### src/rtl/life_gen_sequencer.sv
// Generation sequencer for the Life PE array: launches snapshot/update handshakes
// inside vertical blanking and arbitrates clear, single-step and seed-load access.
module life_gen_sequencer #(
  parameter int FPG_BITS    = 8,
  parameter int GEN_BITS    = 16,
  parameter int ACK_TIMEOUT = 64
) (
  input  logic                clk,
  input  logic                reset,
  input  logic                vblank_start,
  input  logic                vblank,
  input  logic                run,
  input  logic                step,
  input  logic                clear,
  input  logic                seed_req,
  input  logic [FPG_BITS-1:0] frames_per_gen,
  input  logic                pe_done,
  output logic                pe_snapshot,
  output logic                pe_update,
  output logic                pe_clear,
  output logic                seed_grant,
  output logic                busy,
  output logic [GEN_BITS-1:0] gen_count,
  output logic                timeout_err
);

  localparam int               TMO_W    = $clog2(ACK_TIMEOUT + 1);
  localparam logic [TMO_W-1:0] TMO_LOAD = TMO_W'(ACK_TIMEOUT);

  typedef enum logic [2:0] {
    IDLE     = 3'd0,
    SNAP     = 3'd1,
    UPDATE   = 3'd2,
    WAIT_ACK = 3'd3,
    CLEAR    = 3'd4,
    SEED     = 3'd5
  } state_e;

  state_e              state_q, state_d;
  logic [FPG_BITS-1:0] fcnt_q, fcnt_d;
  logic                step_pending_q, step_pending_d;
  logic                clear_pending_q, clear_pending_d;
  logic [TMO_W-1:0]    tmo_q, tmo_d;
  logic [GEN_BITS-1:0] gen_count_q, gen_count_d;
  logic                timeout_err_q, timeout_err_d;
  logic                pe_snapshot_q, pe_snapshot_d;
  logic                pe_update_q, pe_update_d;
  logic                pe_clear_q, pe_clear_d;
  logic                seed_grant_q, seed_grant_d;
  logic                busy_q, busy_d;

  logic [FPG_BITS:0]   fpg_eff;
  logic [FPG_BITS:0]   fcnt_inc;
  logic                go;

  // Blanking level is informational only: an overrunning update is caught by the ack timeout.
  logic                vblank_unused;
  assign vblank_unused = vblank;

  function automatic logic [FPG_BITS:0] fpg_at_least_one(input logic [FPG_BITS-1:0] fpg);
    if (fpg == '0) return (FPG_BITS+1)'(1);
    return {1'b0, fpg};
  endfunction

  always_comb begin
    fpg_eff  = fpg_at_least_one(frames_per_gen);
    fcnt_inc = {1'b0, fcnt_q} + (FPG_BITS+1)'(1);
  end

  always_comb begin
    state_d         = state_q;
    fcnt_d          = fcnt_q;
    step_pending_d  = step_pending_q;
    clear_pending_d = clear_pending_q;
    tmo_d           = tmo_q;
    gen_count_d     = gen_count_q;
    timeout_err_d   = timeout_err_q;
    go              = 1'b0;

    case (state_q)
      IDLE: begin
        if (clear || clear_pending_q) begin
          state_d = CLEAR;
        end else if (seed_req) begin
          state_d = SEED;
        end else if (vblank_start) begin
          if (run) begin
            if (fcnt_inc >= fpg_eff) begin
              go     = 1'b1;
              fcnt_d = '0;
            end else begin
              fcnt_d = fcnt_inc[FPG_BITS-1:0];
            end
          end
          if (go || step_pending_q) begin
            state_d = SNAP;
            // A frame-rate launch leaves a pending step for a later blanking interval.
            if (!go) step_pending_d = 1'b0;
          end
        end
      end
      SNAP: begin
        state_d = UPDATE;
      end
      UPDATE: begin
        state_d = WAIT_ACK;
        tmo_d   = TMO_LOAD;
      end
      WAIT_ACK: begin
        if (pe_done) begin
          gen_count_d = gen_count_q + GEN_BITS'(1);
          state_d     = IDLE;
        end else if (tmo_q == TMO_W'(1)) begin
          timeout_err_d = 1'b1;
          tmo_d         = '0;
          state_d       = IDLE;
        end else begin
          tmo_d = tmo_q - TMO_W'(1);
        end
      end
      CLEAR: begin
        state_d = IDLE;
      end
      SEED: begin
        if (!seed_req) state_d = IDLE;
      end
      default: begin
        state_d = IDLE;
      end
    endcase

    if (clear && (state_q == SNAP || state_q == UPDATE || state_q == WAIT_ACK))
      clear_pending_d = 1'b1;
    if (step && state_q != SEED)
      step_pending_d = 1'b1;

    // Entering CLEAR wipes all bookkeeping in the same edge that raises pe_clear.
    if (state_d == CLEAR) begin
      gen_count_d     = '0;
      fcnt_d          = '0;
      step_pending_d  = 1'b0;
      clear_pending_d = 1'b0;
      timeout_err_d   = 1'b0;
    end

    pe_snapshot_d = (state_d == SNAP);
    pe_update_d   = (state_d == UPDATE);
    pe_clear_d    = (state_d == CLEAR);
    busy_d        = (state_d != IDLE);
    seed_grant_d  = (state_q == SEED) && (state_d == SEED);
  end

  always_ff @(posedge clk) begin
    if (reset) begin
      state_q         <= IDLE;
      fcnt_q          <= '0;
      step_pending_q  <= 1'b0;
      clear_pending_q <= 1'b0;
      tmo_q           <= '0;
      gen_count_q     <= '0;
      timeout_err_q   <= 1'b0;
      pe_snapshot_q   <= 1'b0;
      pe_update_q     <= 1'b0;
      pe_clear_q      <= 1'b0;
      seed_grant_q    <= 1'b0;
      busy_q          <= 1'b0;
    end else begin
      state_q         <= state_d;
      fcnt_q          <= fcnt_d;
      step_pending_q  <= step_pending_d;
      clear_pending_q <= clear_pending_d;
      tmo_q           <= tmo_d;
      gen_count_q     <= gen_count_d;
      timeout_err_q   <= timeout_err_d;
      pe_snapshot_q   <= pe_snapshot_d;
      pe_update_q     <= pe_update_d;
      pe_clear_q      <= pe_clear_d;
      seed_grant_q    <= seed_grant_d;
      busy_q          <= busy_d;
    end
  end

  assign pe_snapshot = pe_snapshot_q;
  assign pe_update   = pe_update_q;
  assign pe_clear    = pe_clear_q;
  assign seed_grant  = seed_grant_q;
  assign busy        = busy_q;
  assign gen_count   = gen_count_q;
  assign timeout_err = timeout_err_q;

endmodule

### config.mk
export PLATFORM = sky130hd
export DESIGN_NAME = life_gen_sequencer
export DESIGN_NICKNAME = d
export VERILOG_FILES = /design/src/rtl/life_gen_sequencer.sv
export SDC_FILE = /design/constraint.sdc
export NUM_CORES = 1
export LEC_CHECK = 0
export CORE_ASPECT_RATIO = 1.25
export CORE_MARGIN = 1.5
export CORE_UTILIZATION = 31
export CTS_CLUSTER_DIAMETER = 30
export DETAILED_ROUTE_END_ITERATION = 8
export PLACE_DENSITY = 0.53
export SLEW_MARGIN = 20
export SYNTH_ARGS = -nofsm -noshare
export SYNTH_HDL_FRONTEND = slang
export SYNTH_SLANG_ARGS = --single-unit
### constraint.sdc
create_clock -name clk -period 4 [get_ports clk]
set_clock_uncertainty 0.15 [all_clocks]
set_input_delay 0.4 -clock clk [delete_from_list [all_inputs] [get_ports clk]]
set_output_delay 0.4 -clock clk [all_outputs]
set_load 0.005 [all_outputs]
==> results.py <==
metrics = {
    "grt": {
        "grtUsageMet2_pct": 21.43,
        "antenna_violations_before_repair": 0,
        "grt_util_all_layers_pct": 12.53,
        "grt_start_max_net_pins": 24,
        "grt_first_pass_wirelength_um": 7817,
        "gr-usage-met1_pct": 14.95,
        "gr-total-overflow": 0,
        "vias_in_the_first_global_route": 1792,
        "grt_busiest_layer": "met2",
        "use_met3_pct": 2.710,
    },
    "sta": {
        "fin_setup_tns_ns": 0,
        "grt_setup_unrepaired": "false",
        "hold_ws_ns": 0.3027,
        "period_share_pct": 80.78,
        "transition_time_at_the_pin_with_the_least_slew_margin_ns": 0.8351,
        "timing.slew.headroom_pct": 43.85,
        "max_freq_mhz": 309.5,
        "hold_violations": 0,
        "final_critical_path_setup_slack_ns": 0.7688,
        "timing.final.setup_violations": 0,
        "slew_viol_final": 0,
        "minimum_period_implied_by_the_final_worst_setup_slack_ns": 3.231,
    },
    "final_layout": {
        "final_cell_area_um2": 2761,
        "final_nets": 328,
        "final.fill_count": 736,
        "combined_area_of_the_multi_input_logic_cells_um2": 1276,
        "area.growth.synth_to_final_pct": 23.50,
        "final_layout_size_suffix_gt1_share_pct": 5.000,
        "final_cell_count_no_fill": 390,
        "post-route-util_pct": 39.58,
        "antenna_cells_inserted": 0,
        "regArea_um2": 840.8,
    },
    "place": {
        "dp.cells": 382,
        "io_buffers": 37,
        "dpl.hpwl_um": 3397,
        "dpl_worst_slack_ns": 0.7230,
        "final_wtd_congestion": 0.7602,
        "dpl_cell_area_um2": 2653,
    },
    "yosys": {
        "post_synthesis_register_bit_count": 42,
        "synth.yosys.seq_area_share_pct": 37.60,
        "synth.avg_cell_area_um2": 8.469,
        "synth.cells.most_frequent": "42 x sky130_fd_sc_hd__dfxtp_1, 40 x sky130_fd_sc_hd__nor2_1, 20 x sky130_fd_sc_hd__nand2_1",
        "yosys.cell_count.top_type": "sky130_fd_sc_hd__dfxtp_1",
        "syn_inst": 264,
        "synth.distinct_cells": 50,
        "post-synth-top-area-cell": "sky130_fd_sc_hd__dfxtp_1",
        "dominantRegCellSynth": "sky130_fd_sc_hd__dfxtp_1",
        "yosysWarnings": 0,
        "synthTopCellsByArea": "sky130_fd_sc_hd__dfxtp_1 38%, sky130_fd_sc_hd__ha_1 6.7%, sky130_fd_sc_hd__nor2_1 6.7%, sky130_fd_sc_hd__xor2_1 5.5%, sky130_fd_sc_hd__a21oi_1 4.3%",
        "number_of_enable_type_register_cells_in_the_synthesized_netlist": 0,
        "synth_top_area_share_pct": 37.60,
        "syn-num-nets": 293,
        "async_reset_ff_share_pct": 0,
        "syn-cell-area_um2": 2236,
    },
    "drt": {
        "drt_pass_1_iters": 4,
        "post_drt_via_cell_ratio": 4.915,
        "avgRoutedWirePerCell_um": 11.89,
        "postRouteWirelength_um": 4637,
        "final_antenna_net_count": 0,
        "drt_iter0_drc": 96,
        "drcViolationCount": 0,
        "routed-via-count": 1917,
    },
    "clocking": {
        "htree_num_levels": 2,
        "ctsHoldBuffers": 0,
        "cts-buffers-inserted": 5,
        "cts_max_path_buffers": 2,
        "ctsRootBufferMaster": "sky130_fd_sc_hd__clkbuf_8",
        "cts.sinks": 42,
        "cts_setup_buffers": 0,
        "cts_tree": "built",
        "post_cts_resized": 0,
        "path_clk_slew_ns": 0.08,
        "insertion_delay_ns": 0.29,
    },
    "critical_path": {
        "cp.required_ns": 4.04,
        "arrival_ns": 3.27,
        "critical_path.endpoint_type": "register",
        "critical_setup_path_class": "register to register",
        "worst_setup_path_start_kind": "register",
        "critPathMaxFanout": 6,
    },
    "power_and_ir_drop": {
        "power-per-cell-area_nw_per_um2": 313.8,
        "report.power.total_mw": 0.8666,
        "irDropWorstVdd_v": 0.0001287,
        "leakagePower_nw": 1.052,
    },
    "floorplan": {
        "fp.dieH_um": 97.95,
        "floorplan.die_area_um2": 7734,
        "rows": 34,
        "ioPinCount": 39,
        "dieWidth_um": 78.96,
        "initial_utilization_pct": 32.05,
        "core_area_um2": 6977,
    },
    "status": {
        "run_status": "finished clean",
    },
    "flow_run": {
        "cap_violations": 0,
    },
    "min_path": {
        "hp-class": "register to register",
    },
}
## worst paths after layout
path,start,endpoint,cells after the start,slack (ns)
setup / recovery,fcnt_q[0]$_SDFFE_PP0P_,pe_update$_SDFF_PP0_,10,0.77
hold / removal,clear_pending_q$_SDFFE_PP0P_,clear_pending_q$_SDFFE_PP0P_,2,0.30
setup reg to reg,fcnt_q[0]$_SDFFE_PP0P_,pe_update$_SDFF_PP0_,10,0.77
hold reg to reg,clear_pending_q$_SDFFE_PP0P_,clear_pending_q$_SDFFE_PP0P_,2,0.30
## cell usage in the layout, fill, tap and decap left out, types with 2 or more instances in the layout
cell	count
sky130_fd_sc_hd__nand3b_1	4
sky130_fd_sc_hd__or3_1	3
sky130_fd_sc_hd__nor2_1	40
sky130_fd_sc_hd__nand4b_1	2
sky130_fd_sc_hd__and3_4	2
sky130_fd_sc_hd__xor2_1	14
sky130_fd_sc_hd__nand4_1	5
sky130_fd_sc_hd__o211ai_1	2
sky130_fd_sc_hd__ha_1	12
sky130_fd_sc_hd__a41o_1	2
sky130_fd_sc_hd__nor3_1	2
sky130_fd_sc_hd__a22oi_1	4
sky130_fd_sc_hd__and3_1	5
sky130_fd_sc_hd__nand2_1	20
sky130_fd_sc_hd__nor4_1	5
sky130_fd_sc_hd__o21a_1	2
sky130_fd_sc_hd__o31ai_1	2
sky130_fd_sc_hd__nand3_1	11
sky130_fd_sc_hd__clkinv_2	2
sky130_fd_sc_hd__nor2b_1	2
sky130_fd_sc_hd__a21oi_1	19
sky130_fd_sc_hd__a21o_1	2
sky130_fd_sc_hd__and2_1	3
sky130_fd_sc_hd__xnor2_1	9
sky130_fd_sc_hd__o21ai_0	4
sky130_fd_sc_hd__a211oi_1	3
sky130_fd_sc_hd__dfxtp_1	42
sky130_fd_sc_hd__inv_1	12
sky130_fd_sc_hd__mux2i_1	2
sky130_fd_sc_hd__a31oi_1	2
sky130_fd_sc_hd__clkbuf_8	5
sky130_fd_sc_hd__clkdlybuf4s50_1	37
## state kept, by name, indices dropped and copies added, names as in the netlist, 3 cells and up
register and count:
fcnt_q 8, gen_count 16, state_q 3, tmo_q 7
## worst max-delay path, stage by stage, from the launching register on
cell and delay [ns]:
sky130_fd_sc_hd__dfxtp_1 0.40, sky130_fd_sc_hd__ha_1 0.27, sky130_fd_sc_hd__and4_1 0.25, sky130_fd_sc_hd__nand2_1 0.10, sky130_fd_sc_hd__xnor2_1 0.15, sky130_fd_sc_hd__ha_1 0.30
sky130_fd_sc_hd__nand4_1 0.09, sky130_fd_sc_hd__o31ai_1 0.73, sky130_fd_sc_hd__o21ai_0 0.27, sky130_fd_sc_hd__a21o_1 0.26, sky130_fd_sc_hd__and2_1 0.16
## kinds of logic after synthesis
kind of cell,after synthesis,share of synthesized area (%)
AND/OR/NAND/NOR,114,25.97
AO/OA/AOI/OAI,49,14.49
flip-flops,42,37.61
XOR/XNOR,23,9.010
buffers and inverters,22,5.316
adder cells (fa/ha/maj),12,6.715
multiplexers,2,0.8954
## final cells by class
class | count | share of cell area, %
Multi-Input combinational cell | 200 | 46.22
Sequential cell | 42 | 30.45
Timing Repair Buffer | 38 | 13.68
Tap cell | 90 | 4.078
Clock buffer | 5 | 2.492
Inverter | 12 | 1.631
Clock inverter | 3 | 1.450
## report_power, final
group          internal, mW  switching, mW
sequential            0.429         0.0123
combinational        0.0473         0.0486
clock                 0.184          0.146
## routing by layer
| metal | wire length, um | part of all wire [%] | up-vias |
|---|---|---|---|
| li1 | - | - | 996 |
| met3 | 156 | 3.4 | 6 |
| met1 | 2164 | 47 | 883 |
| met2 | 2237 | 48 | 32 |
| met4 | 78 | 1.7 | 0 |
| met5 | 0 | 0 | - |
(Power assumes the default switching activity.)
